### config.mk
export PLATFORM = sky130hd
export DESIGN_NAME = aes_block_sequencer_flat
export DESIGN_NICKNAME = d
export VERILOG_FILES = /design/src/rtl/aes_block_sequencer_if.sv /design/src/rtl/aes_block_sequencer.sv /design/src/flat_wrapper.sv
export SDC_FILE = /design/constraint.sdc
export NUM_CORES = 1
export LEC_CHECK = 0
export BUFFER_PORTS_ARGS = -buffer_cell sky130_fd_sc_hd__buf_4
export CORE_AREA = 8 8 199 201
export CTS_CLUSTER_DIAMETER = 80
export DETAILED_ROUTE_END_ITERATION = 16
export DIE_AREA = 0 0 207 209
export PLACE_DENSITY = 0.79
export SLEW_MARGIN = 10
export SYNTH_ARGS = -nofsm -noshare
export SYNTH_HDL_FRONTEND = slang
export SYNTH_SLANG_ARGS = --single-unit
### constraint.sdc
create_clock -name clk -period 4.3 [get_ports clk]
set_input_delay 0.86 -clock clk [delete_from_list [all_inputs] [get_ports clk]]
set_output_delay 0.86 -clock clk [all_outputs]
set_load 0.05 [all_outputs]
### src/rtl/aes_block_sequencer_if.sv
// ---------------------------------------------------------------------------
// aes_block_sequencer_if
//   Bundles every signal between the block sequencer and its three peers:
//     buffer side : buf_empty, buf_data (show-ahead), buf_read_en
//     AES side    : aes_key, aes_pt, aes_start, aes_done, aes_ct
//     UART side   : tx_data, tx_start, tx_busy
//     status      : key_valid, busy, timeout_err, trigger
//   master modport = the sequencer, slave modport = the surrounding blocks.
// ---------------------------------------------------------------------------
interface aes_block_sequencer_if;
  logic         buf_empty;
  logic [127:0] buf_data;
  logic         buf_read_en;
  logic [127:0] aes_key;
  logic [127:0] aes_pt;
  logic         aes_start;
  logic         aes_done;
  logic [127:0] aes_ct;
  logic [7:0]   tx_data;
  logic         tx_start;
  logic         tx_busy;
  logic         key_valid;
  logic         busy;
  logic         timeout_err;
  logic         trigger;

  modport master (
    input  buf_empty, buf_data, aes_done, aes_ct, tx_busy,
    output buf_read_en, aes_key, aes_pt, aes_start, tx_data, tx_start,
           key_valid, busy, timeout_err, trigger
  );

  modport slave (
    output buf_empty, buf_data, aes_done, aes_ct, tx_busy,
    input  buf_read_en, aes_key, aes_pt, aes_start, tx_data, tx_start,
           key_valid, busy, timeout_err, trigger
  );
endinterface

### src/rtl/aes_block_sequencer.sv
// ---------------------------------------------------------------------------
// aes_block_sequencer
//   Pulls 128-bit blocks from the UART receive buffer. The first block after
//   reset becomes the AES key; each later block is a plaintext that launches
//   one encryption, whose ciphertext is streamed to the UART MSB byte first.
//
//   Ports:
//     clk    - system clock, rising edge
//     reset  - asynchronous, active-low; clears all state and outputs
//     bus    - aes_block_sequencer_if.master (buffer / AES / UART / status)
//
//   Parameters:
//     TIMEOUT   - cycles allowed for aes_done (2..65535)
//     READ_HOLD - cycles after buf_read_en before looking at buf_empty (>=2)
//
//   Build option:
//     SCA_TRIGGER_EN - when defined, trigger brackets the AES active window
//                      (aes_start cycle through the aes_done/timeout cycle).
//                      When undefined, trigger is tied to 0.
// ---------------------------------------------------------------------------
module aes_block_sequencer #(
  parameter int unsigned TIMEOUT   = 1024,
  parameter int unsigned READ_HOLD = 4
) (
  input  logic                   clk,
  input  logic                   reset,
  aes_block_sequencer_if.master  bus
);

  typedef enum logic [2:0] {
    IDLE, CAPTURE, RELEASE, START, WAIT_AES, TX_LOAD, TX_WAIT
  } state_e;

  localparam logic [15:0] HOLD_LAST    = 16'(READ_HOLD - 1);
  localparam logic [15:0] TIMEOUT_LAST = 16'(TIMEOUT - 1);

  state_e        state_q, state_d;
  logic [15:0]   cnt_q, cnt_d;          // read-hold / AES-timeout / tx-latency counter
  logic          empty_seen_q, empty_seen_d;
  logic          cap_key_q, cap_key_d;  // last captured block was the key
  logic [3:0]    idx_q, idx_d;
  logic [127:0]  sh_q, sh_d;            // ciphertext shift register
  logic          buf_read_en_q, buf_read_en_d;
  logic          aes_start_q, aes_start_d;
  logic          tx_start_q, tx_start_d;
  logic [7:0]    tx_data_q, tx_data_d;
  logic [127:0]  key_q, key_d;
  logic [127:0]  pt_q, pt_d;
  logic          key_valid_q, key_valid_d;
  logic          busy_q, busy_d;
  logic          timeout_err_q, timeout_err_d;

  // NOTE: every variable gets a default before the case so no path leaves
  // one unassigned, which would otherwise infer a latch.
  always_comb begin
    state_d       = state_q;
    cnt_d         = cnt_q;
    empty_seen_d  = 1'b0;
    cap_key_d     = cap_key_q;
    idx_d         = idx_q;
    sh_d          = sh_q;
    buf_read_en_d = 1'b0;
    aes_start_d   = 1'b0;
    tx_start_d    = 1'b0;
    tx_data_d     = tx_data_q;
    key_d         = key_q;
    pt_d          = pt_q;
    key_valid_d   = key_valid_q;
    timeout_err_d = timeout_err_q;

    unique case (state_q)
      IDLE: begin
        // Empty flag and data settle one cycle apart: require two
        // consecutive non-empty samples before reading.
        empty_seen_d = !bus.buf_empty;
        if (empty_seen_q && !bus.buf_empty) begin
          empty_seen_d  = 1'b0;
          buf_read_en_d = 1'b1;
          state_d       = CAPTURE;
        end
      end
      CAPTURE: begin
        if (!key_valid_q) begin
          key_d       = bus.buf_data;
          key_valid_d = 1'b1;
          cap_key_d   = 1'b1;
        end else begin
          pt_d      = bus.buf_data;
          cap_key_d = 1'b0;
        end
        cnt_d   = '0;
        state_d = RELEASE;
      end
      RELEASE: begin
        if (cnt_q == HOLD_LAST) begin
          if (cap_key_q) begin
            state_d = IDLE;
          end else begin
            aes_start_d = 1'b1;
            state_d     = START;
          end
        end else begin
          cnt_d = cnt_q + 16'd1;
        end
      end
      START: begin
        cnt_d   = '0;
        state_d = WAIT_AES;
      end
      WAIT_AES: begin
        cnt_d = cnt_q + 16'd1;
        if (bus.aes_done) begin
          idx_d = '0;
          // Issue byte 0 straight from aes_ct when the UART is free so the
          // first tx_start lands the cycle after aes_done.
          if (!bus.tx_busy) begin
            tx_data_d  = bus.aes_ct[127:120];
            tx_start_d = 1'b1;
            sh_d       = {bus.aes_ct[119:0], 8'h00};
            cnt_d      = '0;
            state_d    = TX_WAIT;
          end else begin
            sh_d    = bus.aes_ct;
            state_d = TX_LOAD;
          end
        end else if (cnt_d == TIMEOUT_LAST) begin
          timeout_err_d = 1'b1;
          state_d       = IDLE;
        end
      end
      TX_LOAD: begin
        if (!bus.tx_busy) begin
          tx_data_d  = sh_q[127:120];
          tx_start_d = 1'b1;
          sh_d       = {sh_q[119:0], 8'h00};
          cnt_d      = '0;
          state_d    = TX_WAIT;
        end
      end
      TX_WAIT: begin
        // The transmitter raises tx_busy one cycle after tx_start.
        if (cnt_q == 16'd0) begin
          cnt_d = 16'd1;
        end else if (!bus.tx_busy) begin
          if (idx_q == 4'd15) begin
            state_d = IDLE;
          end else begin
            idx_d   = idx_q + 4'd1;
            state_d = TX_LOAD;
          end
        end
      end
      default: state_d = IDLE;
    endcase

    busy_d = (state_d != IDLE);
  end

  // NOTE: sequential state uses non-blocking assignments so every flop
  // samples pre-edge values regardless of evaluation order.
  // NOTE: the 128-bit data registers are reset too, so a reset visibly
  // clears the key, plaintext and pending ciphertext.
  always_ff @(posedge clk or negedge reset) begin
    if (!reset) begin
      state_q       <= IDLE;
      cnt_q         <= '0;
      empty_seen_q  <= 1'b0;
      cap_key_q     <= 1'b0;
      idx_q         <= '0;
      sh_q          <= '0;
      buf_read_en_q <= 1'b0;
      aes_start_q   <= 1'b0;
      tx_start_q    <= 1'b0;
      tx_data_q     <= '0;
      key_q         <= '0;
      pt_q          <= '0;
      key_valid_q   <= 1'b0;
      busy_q        <= 1'b0;
      timeout_err_q <= 1'b0;
    end else begin
      state_q       <= state_d;
      cnt_q         <= cnt_d;
      empty_seen_q  <= empty_seen_d;
      cap_key_q     <= cap_key_d;
      idx_q         <= idx_d;
      sh_q          <= sh_d;
      buf_read_en_q <= buf_read_en_d;
      aes_start_q   <= aes_start_d;
      tx_start_q    <= tx_start_d;
      tx_data_q     <= tx_data_d;
      key_q         <= key_d;
      pt_q          <= pt_d;
      key_valid_q   <= key_valid_d;
      busy_q        <= busy_d;
      timeout_err_q <= timeout_err_d;
    end
  end

  assign bus.buf_read_en = buf_read_en_q;
  assign bus.aes_start   = aes_start_q;
  assign bus.tx_start    = tx_start_q;
  assign bus.tx_data     = tx_data_q;
  assign bus.aes_key     = key_q;
  assign bus.aes_pt      = pt_q;
  assign bus.key_valid   = key_valid_q;
  assign bus.busy        = busy_q;
  assign bus.timeout_err = timeout_err_q;

`ifdef SCA_TRIGGER_EN
  logic trigger_q, trigger_d;

  // High from the aes_start cycle until WAIT_AES is left (done or timeout).
  always_comb begin
    trigger_d = trigger_q;
    if (aes_start_d) begin
      trigger_d = 1'b1;
    end else if (state_q == WAIT_AES && state_d != WAIT_AES) begin
      trigger_d = 1'b0;
    end
  end

  always_ff @(posedge clk or negedge reset) begin
    if (!reset) trigger_q <= 1'b0;
    else        trigger_q <= trigger_d;
  end

  assign bus.trigger = trigger_q;
`else
  assign bus.trigger = 1'b0;
`endif

endmodule

### src/flat_wrapper.sv
// flat-port wrapper written by rule: the top's interface ports become plain ports
module aes_block_sequencer_flat 
#(
  parameter int unsigned TIMEOUT   = 1024,
  parameter int unsigned READ_HOLD = 4
)
  (clk, reset, bus_buf_empty, bus_buf_data, bus_aes_done, bus_aes_ct, bus_tx_busy, bus_buf_read_en, bus_aes_key, bus_aes_pt, bus_aes_start, bus_tx_data, bus_tx_start, bus_key_valid, bus_busy, bus_timeout_err, bus_trigger);
  aes_block_sequencer_if bus_i ();
  input  logic clk;
  input  logic reset;
  input wire logic [$bits(bus_i.buf_empty)-1:0] bus_buf_empty;
  input wire logic [$bits(bus_i.buf_data)-1:0] bus_buf_data;
  input wire logic [$bits(bus_i.aes_done)-1:0] bus_aes_done;
  input wire logic [$bits(bus_i.aes_ct)-1:0] bus_aes_ct;
  input wire logic [$bits(bus_i.tx_busy)-1:0] bus_tx_busy;
  output wire logic [$bits(bus_i.buf_read_en)-1:0] bus_buf_read_en;
  output wire logic [$bits(bus_i.aes_key)-1:0] bus_aes_key;
  output wire logic [$bits(bus_i.aes_pt)-1:0] bus_aes_pt;
  output wire logic [$bits(bus_i.aes_start)-1:0] bus_aes_start;
  output wire logic [$bits(bus_i.tx_data)-1:0] bus_tx_data;
  output wire logic [$bits(bus_i.tx_start)-1:0] bus_tx_start;
  output wire logic [$bits(bus_i.key_valid)-1:0] bus_key_valid;
  output wire logic [$bits(bus_i.busy)-1:0] bus_busy;
  output wire logic [$bits(bus_i.timeout_err)-1:0] bus_timeout_err;
  output wire logic [$bits(bus_i.trigger)-1:0] bus_trigger;
  assign bus_i.buf_empty = bus_buf_empty;
  assign bus_i.buf_data = bus_buf_data;
  assign bus_i.aes_done = bus_aes_done;
  assign bus_i.aes_ct = bus_aes_ct;
  assign bus_i.tx_busy = bus_tx_busy;
  assign bus_buf_read_en = bus_i.buf_read_en;
  assign bus_aes_key = bus_i.aes_key;
  assign bus_aes_pt = bus_i.aes_pt;
  assign bus_aes_start = bus_i.aes_start;
  assign bus_tx_data = bus_i.tx_data;
  assign bus_tx_start = bus_i.tx_start;
  assign bus_key_valid = bus_i.key_valid;
  assign bus_busy = bus_i.busy;
  assign bus_timeout_err = bus_i.timeout_err;
  assign bus_trigger = bus_i.trigger;
  aes_block_sequencer #(.TIMEOUT(TIMEOUT), .READ_HOLD(READ_HOLD)) u_core (.clk(clk), .reset(reset), .bus(bus_i));
endmodule
==> results of run 1 <==
## area by class of cell
type	count	area (um^2)
fillers	2643	11500
flip-flops and latches	423	10600
multi-input cells	1056	7540
repair buffers	550	4270
clock buffers	66	1340
well taps	468	586
clock inverters	16	339
inverters	12	45.0
diodes	13	32.5
## power by group
group	switching, W	internal (W)	total [W]	leakage (nW)
Combinational	0.00666	0.00318	0.00984	6.07
Clock	0.00163	0.00275	0.00438	0.814
Sequential	0.00106	0.00571	0.00677	5.38
Total	0.00934	0.0116	0.0210	12.3
## how the worst max path moves through the flow
stage,from,depth (start not counted),slack (ns),to
finish,u_core.cnt_q[5]$_DFFE_PN0P_,5,1.38,u_core.cnt_q[0]$_DFFE_PN0P_
global route,u_core.cnt_q[2]$_DFFE_PN0P_,5,1.15,u_core.cnt_q[4]$_DFFE_PN0P_
floorplan,bus_tx_busy,8,1.89,u_core.sh_q[24]$_DFFE_PN0P_
global placement,bus_aes_done,7,1.41,u_core.cnt_q[9]$_DFFE_PN0P_
detailed placement,u_core.cnt_q[5]$_DFFE_PN0P_,5,1.42,u_core.cnt_q[0]$_DFFE_PN0P_
CTS,u_core.cnt_q[5]$_DFFE_PN0P_,5,1.42,u_core.cnt_q[0]$_DFFE_PN0P_
## cell families (layout without fill, tap and decap cells)
kind of cell    count (synthesis)  after routing  share of synthesized area (%)
flops                         423            423                           56.9
fa+ha+maj                       4              4                          0.269
other cells                     1             14                         0.0202
compound gates                310            310                           9.17
simple gates                  350            350                           8.17
xor+xnor                        5              5                          0.235
buf+inv                       122            644                           2.72
mux                           386            386                           22.5
## cells in the final DEF (no fill, tap or decap), drive strengths merged, types with 9 or more instances in the layout
| cell | count |
|---|---|
| buf | 550 |
| dfrtp | 423 |
| mux2 | 257 |
| nand2 | 142 |
| nor2 | 142 |
| o21ai | 134 |
| mux2i | 129 |
| a21oi | 123 |
| clkbuf | 66 |
| a22o | 23 |
| o22ai | 15 |
| diode | 13 |
| inv | 13 |
| nand3 | 12 |
| bufinv | 10 |
| nor4 | 9 |
## per-layer routing
metal,vias up,GRT usage (%),wire (um)
li1,6611,-,-
met1,7166,31.4,23200
met2,486,45.3,30100
met3,109,9.65,5220
met4,2,11.3,1970
met5,-,0,13
## flip-flops by register name, indices dropped and copies added, names as in the netlist
signal and cells:
u_core.bus.aes_key 128, u_core.bus.key_valid 1, u_core.idx_q 4, u_core.state_q 3, u_core.bus.aes_pt 128, u_core.bus.busy 1, u_core.bus.tx_data 8, u_core.bus.timeout_err 1
u_core.bus.aes_start 1, u_core.sh_q 128, u_core.bus.buf_read_en 1, u_core.empty_seen_q 1, u_core.bus.tx_start 1, u_core.cnt_q 16, u_core.cap_key_q 1
## critical path, stage by stage (launching register included)
cell and delay [ns]:
dfrtp_1 0.45, nor4_2 0.40, nand4_1 0.37, o22ai_1 1.06, nor2_1 0.18, mux2_2 0.33
## metrics by stage
step / utilization (%) / hold WS, ns / worst slack [ns]
floorplan: - / 0.402 / 1.89
CTS: 68.1 / 0.371 / 1.42
detailed placement: 63.5 / 0.425 / 1.42
finish: 68.2 / 0.359 / 1.38
global route: 68.2 / 0.416 / 1.15
global placement: 63.5 / 0.415 / 1.41
==> impl_metrics.ini, run 1 <==
[finish]
stdcell_count = 2604
fin_nets = 2353
postLayoutCellArea_um2 = 24700
syn_to_final_growth_pct = 33.0
drive_above_1_share_pct = 42.1

[drt]
drt-initial-drc-count = 921
firstDrtPassIters = 5
viasPerCell = 5.52
wl_per_cell_um = 23.2
wirelength_um = 60500
num_vias = 14400
ant_nets = 0
drc_errors = 0

[floorplanning]
io_pins = 532
core_um2 = 36300
dieArea_um2 = 43300
start_util_pct = 51.3
dieWidth_um = 207
rows = 70
die_h_um = 209

[setup_path]
critical_path_required_ns = 4.76
r2r_slack_ns = 1.38
crit_type = reg2reg
cp_max_fo = 15
crit_path_end_kind = flop
r2r_end = u_core.cnt_q[0]$_DFFE_PN0P_
start_kind = flop
rr_startpoint = u_core.cnt_q[5]$_DFFE_PN0P_
arrival_ns = 3.38
r2r_cells = 5

[clocking]
clock_tree.buffer_depth = 3
cts-root-buf = clkbuf_16
cts_hold_buf = 0
h-tree-depth = 2
ctsResizeCount = 0
cts_buffers = 45
numClockSinks = 423
cts_tree = yes
clk_latency_ns = 0.57
post_cts_buffers = 0
clk_pin_slew_ns = 0.06

[logic_synthesis]
synth_fp_nets = 1866
synth_top_area_share_pct = 56.9
synth_edf_count = 0
syn_area_um2 = 18600
yosys_register_bits = 423
async_flop_share_pct = 100
synth_commonest_cells = dfrtp_1, mux2_2, nand2_1, nor2_1, o21ai_0
synth_top_cell_by_area = dfrtp_1
yosysMostFrequentCell = dfrtp_1
ys_seq_area_share_pct = 56.9
syn_inst = 1601
synth_area_leaders = dfrtp_1, mux2_2, mux2i_1
synth_warnings = 0
ys_types = 51
syn_area_per_cell_um2 = 11.6
synthFlopType = dfrtp_1

[power_and_ir_drop]
peakVddDrop_uv = 753
power.density_nw_per_um2 = 849
p_leak_nw = 12.3
p_total_w = 0.0210

[global_route]
overflow = 0
grt_pass1_wl_um = 91800
grt_pass1_vias = 15200
grt_max_degree = 250
grt.total_usage_pct = 27.1
antenna_found_initial = 16

[placed_design]
numPortBuffers = 530
gp_congestion = 0.898
dp_cells = 2509
place_area_um2 = 23000
hpwl_um = 44600

[run]
drv_cap = 0

[sta]
tightestPinTransition_ns = 1.26
period_minus_slack_ns = 2.92
max_freq_mhz = 342
hold_viol = 0
rsz0062_at_grt = false
skew_ns = 0.0253
fin_crit_sh_pct = 68.0
finalMaxSlewViolations = 0
setup_violations = 0
finalSetupTns_ns = 0
slew_headroom_pct = 15.7

[min_path]
hold_class = in2async

[status]
status = finished clean
Power figures use the tool's default switching activity.
==> run 2, diff against run 1 <==
- CORE_AREA: 8 8 199 201 -> unset
- CORE_MARGIN: unset -> 8
- CORE_UTILIZATION: unset -> 52
- DIE_AREA: 0 0 207 209 -> unset
- PLACE_DENSITY: 0.79 -> 0.8
- clock period: 4.3 -> 3 ns (I/O delays scaled with it)
==> impl_metrics.ini, run 2 (synthesized netlist as in run 1, its figures left out) <==
[status]
status = finished clean

[drt]
num_vias = 14400
ant_nets = 0
wl_per_cell_um = 23.2
drt-initial-drc-count = 883
drc_errors = 0
firstDrtPassIters = 5
viasPerCell = 5.52
wirelength_um = 60700

[run]
drv_cap = 0

[global_route]
grt_use_met1_pct = 32.5
antenna_found_initial = 17
met2_usage_pct = 46.6
grt.total_usage_pct = 27.9
grt-busiest-layer = met2
grt_pass1_wl_um = 90600
grt_max_degree = 153
grt_util_met3_pct = 9.28
overflow = 0
grt_pass1_vias = 15300

[setup_path]
crit_path_end_kind = flop
start_kind = flop
arrival_ns = 3.01
r2r_end = u_core.bus.busy$_DFF_PN0_
critical_path_required_ns = 3.41
r2r_cells = 6
r2r_slack_ns = 0.40
crit_type = reg2reg
cp_max_fo = 8
rr_startpoint = u_core.cnt_q[1]$_DFFE_PN0P_

[clocking]
clock_tree.buffer_depth = 3
clk_pin_slew_ns = 0.06
cts_buffers = 44
numClockSinks = 423
cts_tree = yes
ctsResizeCount = 0
h-tree-depth = 2
clk_latency_ns = 0.54
cts_hold_buf = 0
cts-root-buf = clkbuf_16
post_cts_buffers = 0

[power_and_ir_drop]
p_total_w = 0.0296
p_leak_nw = 12.3
peakVddDrop_uv = 1050
power.density_nw_per_um2 = 1190

[placed_design]
dp_cells = 2519
gp_congestion = 0.854
numPortBuffers = 530
hpwl_um = 45100

[sta]
rsz0062_at_grt = false
fin_crit_sh_pct = 86.6
max_freq_mhz = 385
slew_headroom_pct = 49.9
period_minus_slack_ns = 2.60
skew_ns = 0.0198
setup_violations = 0
hold_viol = 0
finalSetupTns_ns = 0
finalMaxSlewViolations = 0
tightestPinTransition_ns = 0.749

[finish]
final_cell_mix = buf_4, dfrtp_1, mux2_2
mostFrequentLayoutCell = buf_4
syn_to_final_growth_pct = 33.2
fin_nets = 2369
drive_above_1_share_pct = 42.4
stdcell_count = 2614

[floorplanning]
rows = 69
die_h_um = 205
io_pins = 532
dieArea_um2 = 42100
dieWidth_um = 205
start_util_pct = 52.5
core_um2 = 35400

[min_path]
hold_class = in2async
run 2: cell count changes in the layout (fill, tap and decap cells not counted), moves of 2 or more:
cell | previous run | this run
buf_12 | 10 | 17
buf_4 | 538 | 548
bufinv_16 | 10 | 4
clkinv_2 | 3 | 7
diode_2 | 13 | 15
run 2: stage by stage:
stage	hold WS (ns)	util, %	cell area [um^2]	setup WS [ns]
after floorplan	0.304	-	18600	0.752
after global placement	0.415	65.6	23200	0.558
after detailed placement	0.414	65.6	23200	0.461
after CTS	0.0591	69.9	24700	0.404
after global routing	0.0829	70.0	24800	0.265
final	0.0504	70.0	24800	0.402
run 2: worst max-delay path by stage:
stage / startpoint / endpoint / depth (start not counted)
2_1_floorplan: u_core.cnt_q[1]$_DFFE_PN0P_ / u_core.bus.busy$_DFF_PN0_ / 6
3_3_place_gp: u_core.cnt_q[1]$_DFFE_PN0P_ / u_core.bus.busy$_DFF_PN0_ / 6
3_5_place_dp: u_core.cnt_q[1]$_DFFE_PN0P_ / u_core.bus.busy$_DFF_PN0_ / 6
4_1_cts: u_core.cnt_q[1]$_DFFE_PN0P_ / u_core.bus.busy$_DFF_PN0_ / 6
5_1_grt: u_core.cnt_q[1]$_DFFE_PN0P_ / u_core.bus.busy$_DFF_PN0_ / 6
6_report: u_core.cnt_q[1]$_DFFE_PN0P_ / u_core.bus.busy$_DFF_PN0_ / 6
run 2: area by class of cell:
class | instances | area, um^2
antenna | 15 | 37.5
clock buffer | 65 | 1310
clock inverter | 15 | 195
fill | 2536 | 10600
inverter | 12 | 45.0
multi-input combinational | 1056 | 7530
sequential | 423 | 10600
tap | 461 | 577
timing repair buffer | 567 | 4480
run 2: critical path, stage by stage, from the launching register on:
cell and delay (ns):
dfrtp_1 0.47, ha_1 0.33, nand3_1 0.21, or3_1 0.49, mux2i_1 0.18, o31a_1 0.31
or4b_1 0.48
run 2: layer usage:
layer | wire length, um | vias up
met2 | 30200 | 572
met5 | 13 | -
met4 | 2500 | 2
li1 | - | 6639
met1 | 22300 | 7119
met3 | 5740 | 104
run 2: where the power goes:
part           switching [W]  total (W)  leakage [nW]  internal [W]
clock                0.00226    0.00564         0.739       0.00338
combinational        0.00958     0.0142          6.18       0.00463
sequential           0.00155    0.00974          5.38       0.00819
total                 0.0134     0.0296          12.3        0.0162
==> run 3, diff against run 2 <==
- ABC_AREA: unset -> 1
==> impl_metrics.ini, run 3 <==
[clocking]
ctsResizeCount = 0
numClockSinks = 423
cts_tree = yes
clock_tree.buffer_depth = 3
cts_hold_buf = 0
clk_latency_ns = 0.54
clk_pin_slew_ns = 0.06
h-tree-depth = 2
cts_buffers = 44
cts-root-buf = clkbuf_16
post_cts_buffers = 0

[global_route]
grt_pass1_wl_um = 95500
grt_max_degree = 222
grt_pass1_vias = 17100
overflow = 0
antenna_found_initial = 16
grt.total_usage_pct = 28.8

[logic_synthesis]
ys_types = 34
synth_area_leaders = dfrtp_1, nand2_1, o21ai_0
syn_area_um2 = 18600
synthFlopType = dfrtp_1
ys_seq_area_share_pct = 56.9
syn_inst = 2127
async_flop_share_pct = 100
synth_top_area_share_pct = 56.9
synth_edf_count = 0
synth_warnings = 0
synth_fp_nets = 2392
synth_commonest_cells = nand2_1, dfrtp_1, o21ai_0
yosysMostFrequentCell = nand2_1
yosys_register_bits = 423
syn_area_per_cell_um2 = 8.74
synth_top_cell_by_area = dfrtp_1

[sta]
tightestPinTransition_ns = 1.25
finalMaxSlewViolations = 0
max_freq_mhz = 426
period_minus_slack_ns = 2.35
finalSetupTns_ns = 0
fin_ws_ns = 0.650
setup_violations = 0
skew_ns = 0.0196
hold_viol = 0
fin_crit_sh_pct = 78.3
rsz0062_at_grt = false
slew_headroom_pct = 16.8

[drt]
drt-initial-drc-count = 1504
dr.max_layer_used = met5
wl_met2_um = 31000
wirelength_um = 63000
ant_nets = 0
met3WireLength_um = 7000
wl_per_cell_um = 20.4
met1_length_um = 22800
viasPerCell = 5.49
firstDrtPassIters = 6
num_vias = 17000
drc_errors = 0

[power_and_ir_drop]
p_total_w = 0.0311
power.density_nw_per_um2 = 1280
p_leak_nw = 11.9
peakVddDrop_uv = 1140

[finish]
fillers = 2725
final_cell_mix = buf_4, nand2_1, dfrtp_1
drive_above_1_share_pct = 27.6
mostFrequentLayoutCell = buf_4
multi_input_area_um2 = 6690
fin_nets = 2848
syn_to_final_growth_pct = 30.8
regArea_um2 = 10600

[setup_path]
crit_start = u_core.state_q[1]$_DFF_PN0_
rr_startpoint = u_core.state_q[1]$_DFF_PN0_
max_stage_delay_ns = 0.95
critical_path_buf_inv_count = 2
cp_max_fo = 119
crit_family = buffers and inverters
crit_type = reg2reg
path_common_cell = nand2_1
arrival_ns = 2.80
crit_path_end_kind = flop
start_kind = flop
path_cells = inv_2 > nand2_1 > nor2_4 > buf_4 > nand2_1 > a31oi_1
crit_slowest_cell = buf_4
critical_path_required_ns = 3.45

[floorplanning]
dieWidth_um = 205
start_util_pct = 52.5
die_h_um = 205
dieArea_um2 = 42100
rows = 69
io_pins = 532
core_um2 = 35400

[placed_design]
numPortBuffers = 530
dp_slack_ns = 0.722
gp_congestion = 0.937
hpwl_um = 45900

[min_path]
hold_class = in2async

[status]
status = finished clean

[run]
drv_cap = 0
==> run 3: changes by cell type after synthesis, sizes merged, moves of 108 or more <==
cell and change:
inv +177, nand2 +335, o211ai +111, o21ai +176
mux2i -129, a31oi +117, a21oi -108, mux2 -257
==> run 3: path summary, 6_finish.rpt <==
kind | slack [ns] | end | cells past startpoint
min reg2reg | 0.45 | u_core.empty_seen_q$_DFF_PN0_ | 1
min | 0.07 | u_core.bus.aes_pt[103]$_DFFE_PN0P_ | 1
max | 0.65 | u_core.sh_q[22]$_DFFE_PN0P_ | 6
min in group clk | 0.23 | u_core.empty_seen_q$_DFF_PN0_ | 2
max in group asynchronous | 2.05 | u_core.sh_q[14]$_DFFE_PN0P_ | 2
max reg2reg | 0.65 | u_core.sh_q[22]$_DFFE_PN0P_ | 6
==> run 3: through the flow <==
step	std cells	cell area, um^2	utilization (%)	hold WS (ns)
2_1_floorplan	2127	18600	-	0.304
3_3_place_gp	2998	22900	64.6	0.421
3_5_place_dp	2998	22900	64.6	0.429
4_1_cts	3074	24300	68.6	0.0829
5_1_grt	3088	24300	68.7	0.0985
6_report	3089	24300	68.7	0.0738
==> run 3: cell type report <==
cell class | count | share of cell area [%]
Sequential cell | 423 | 43.5
Multi-Input combinational cell | 1369 | 27.5
Timing Repair Buffer | 555 | 17.7
Clock buffer | 67 | 5.42
Inverter | 190 | 2.96
Tap cell | 461 | 2.37
Clock inverter | 9 | 0.406
Antenna cell | 15 | 0.154
==> run 3: report_power, final <==
| group | internal [W] | total [W] | switching (W) |
|---|---|---|---|
| registers | 0.00844 | 0.0101 | 0.00166 |
| clock network | 0.00319 | 0.00544 | 0.00225 |
| logic | 0.00439 | 0.0156 | 0.0112 |
==> run 3: logic make-up (layout without fill, tap and decap cells) <==
group / count (synthesis) / in the layout / synth area share (%)
and+or+nand+nor: 801 / 801 / 18.0
AOI/OAI and AO/OA: 561 / 561 / 17.5
xor gates and xnor gates: 2 / 2 / 0.0942
other: 1 / 16 / 0.0202
DFF: 423 / 423 / 56.9
adders and majority gates: 4 / 4 / 0.269
buffers and inverters: 335 / 821 / 7.15
==> run 3: routing by layer <==
layer / global-route usage, % / vias up
met4: 11.9 / 4
met2: 47.1 / 718
met3: 10.4 / 122
met5: 0 / -
li1: - / 7905
met1: 34.2 / 8222
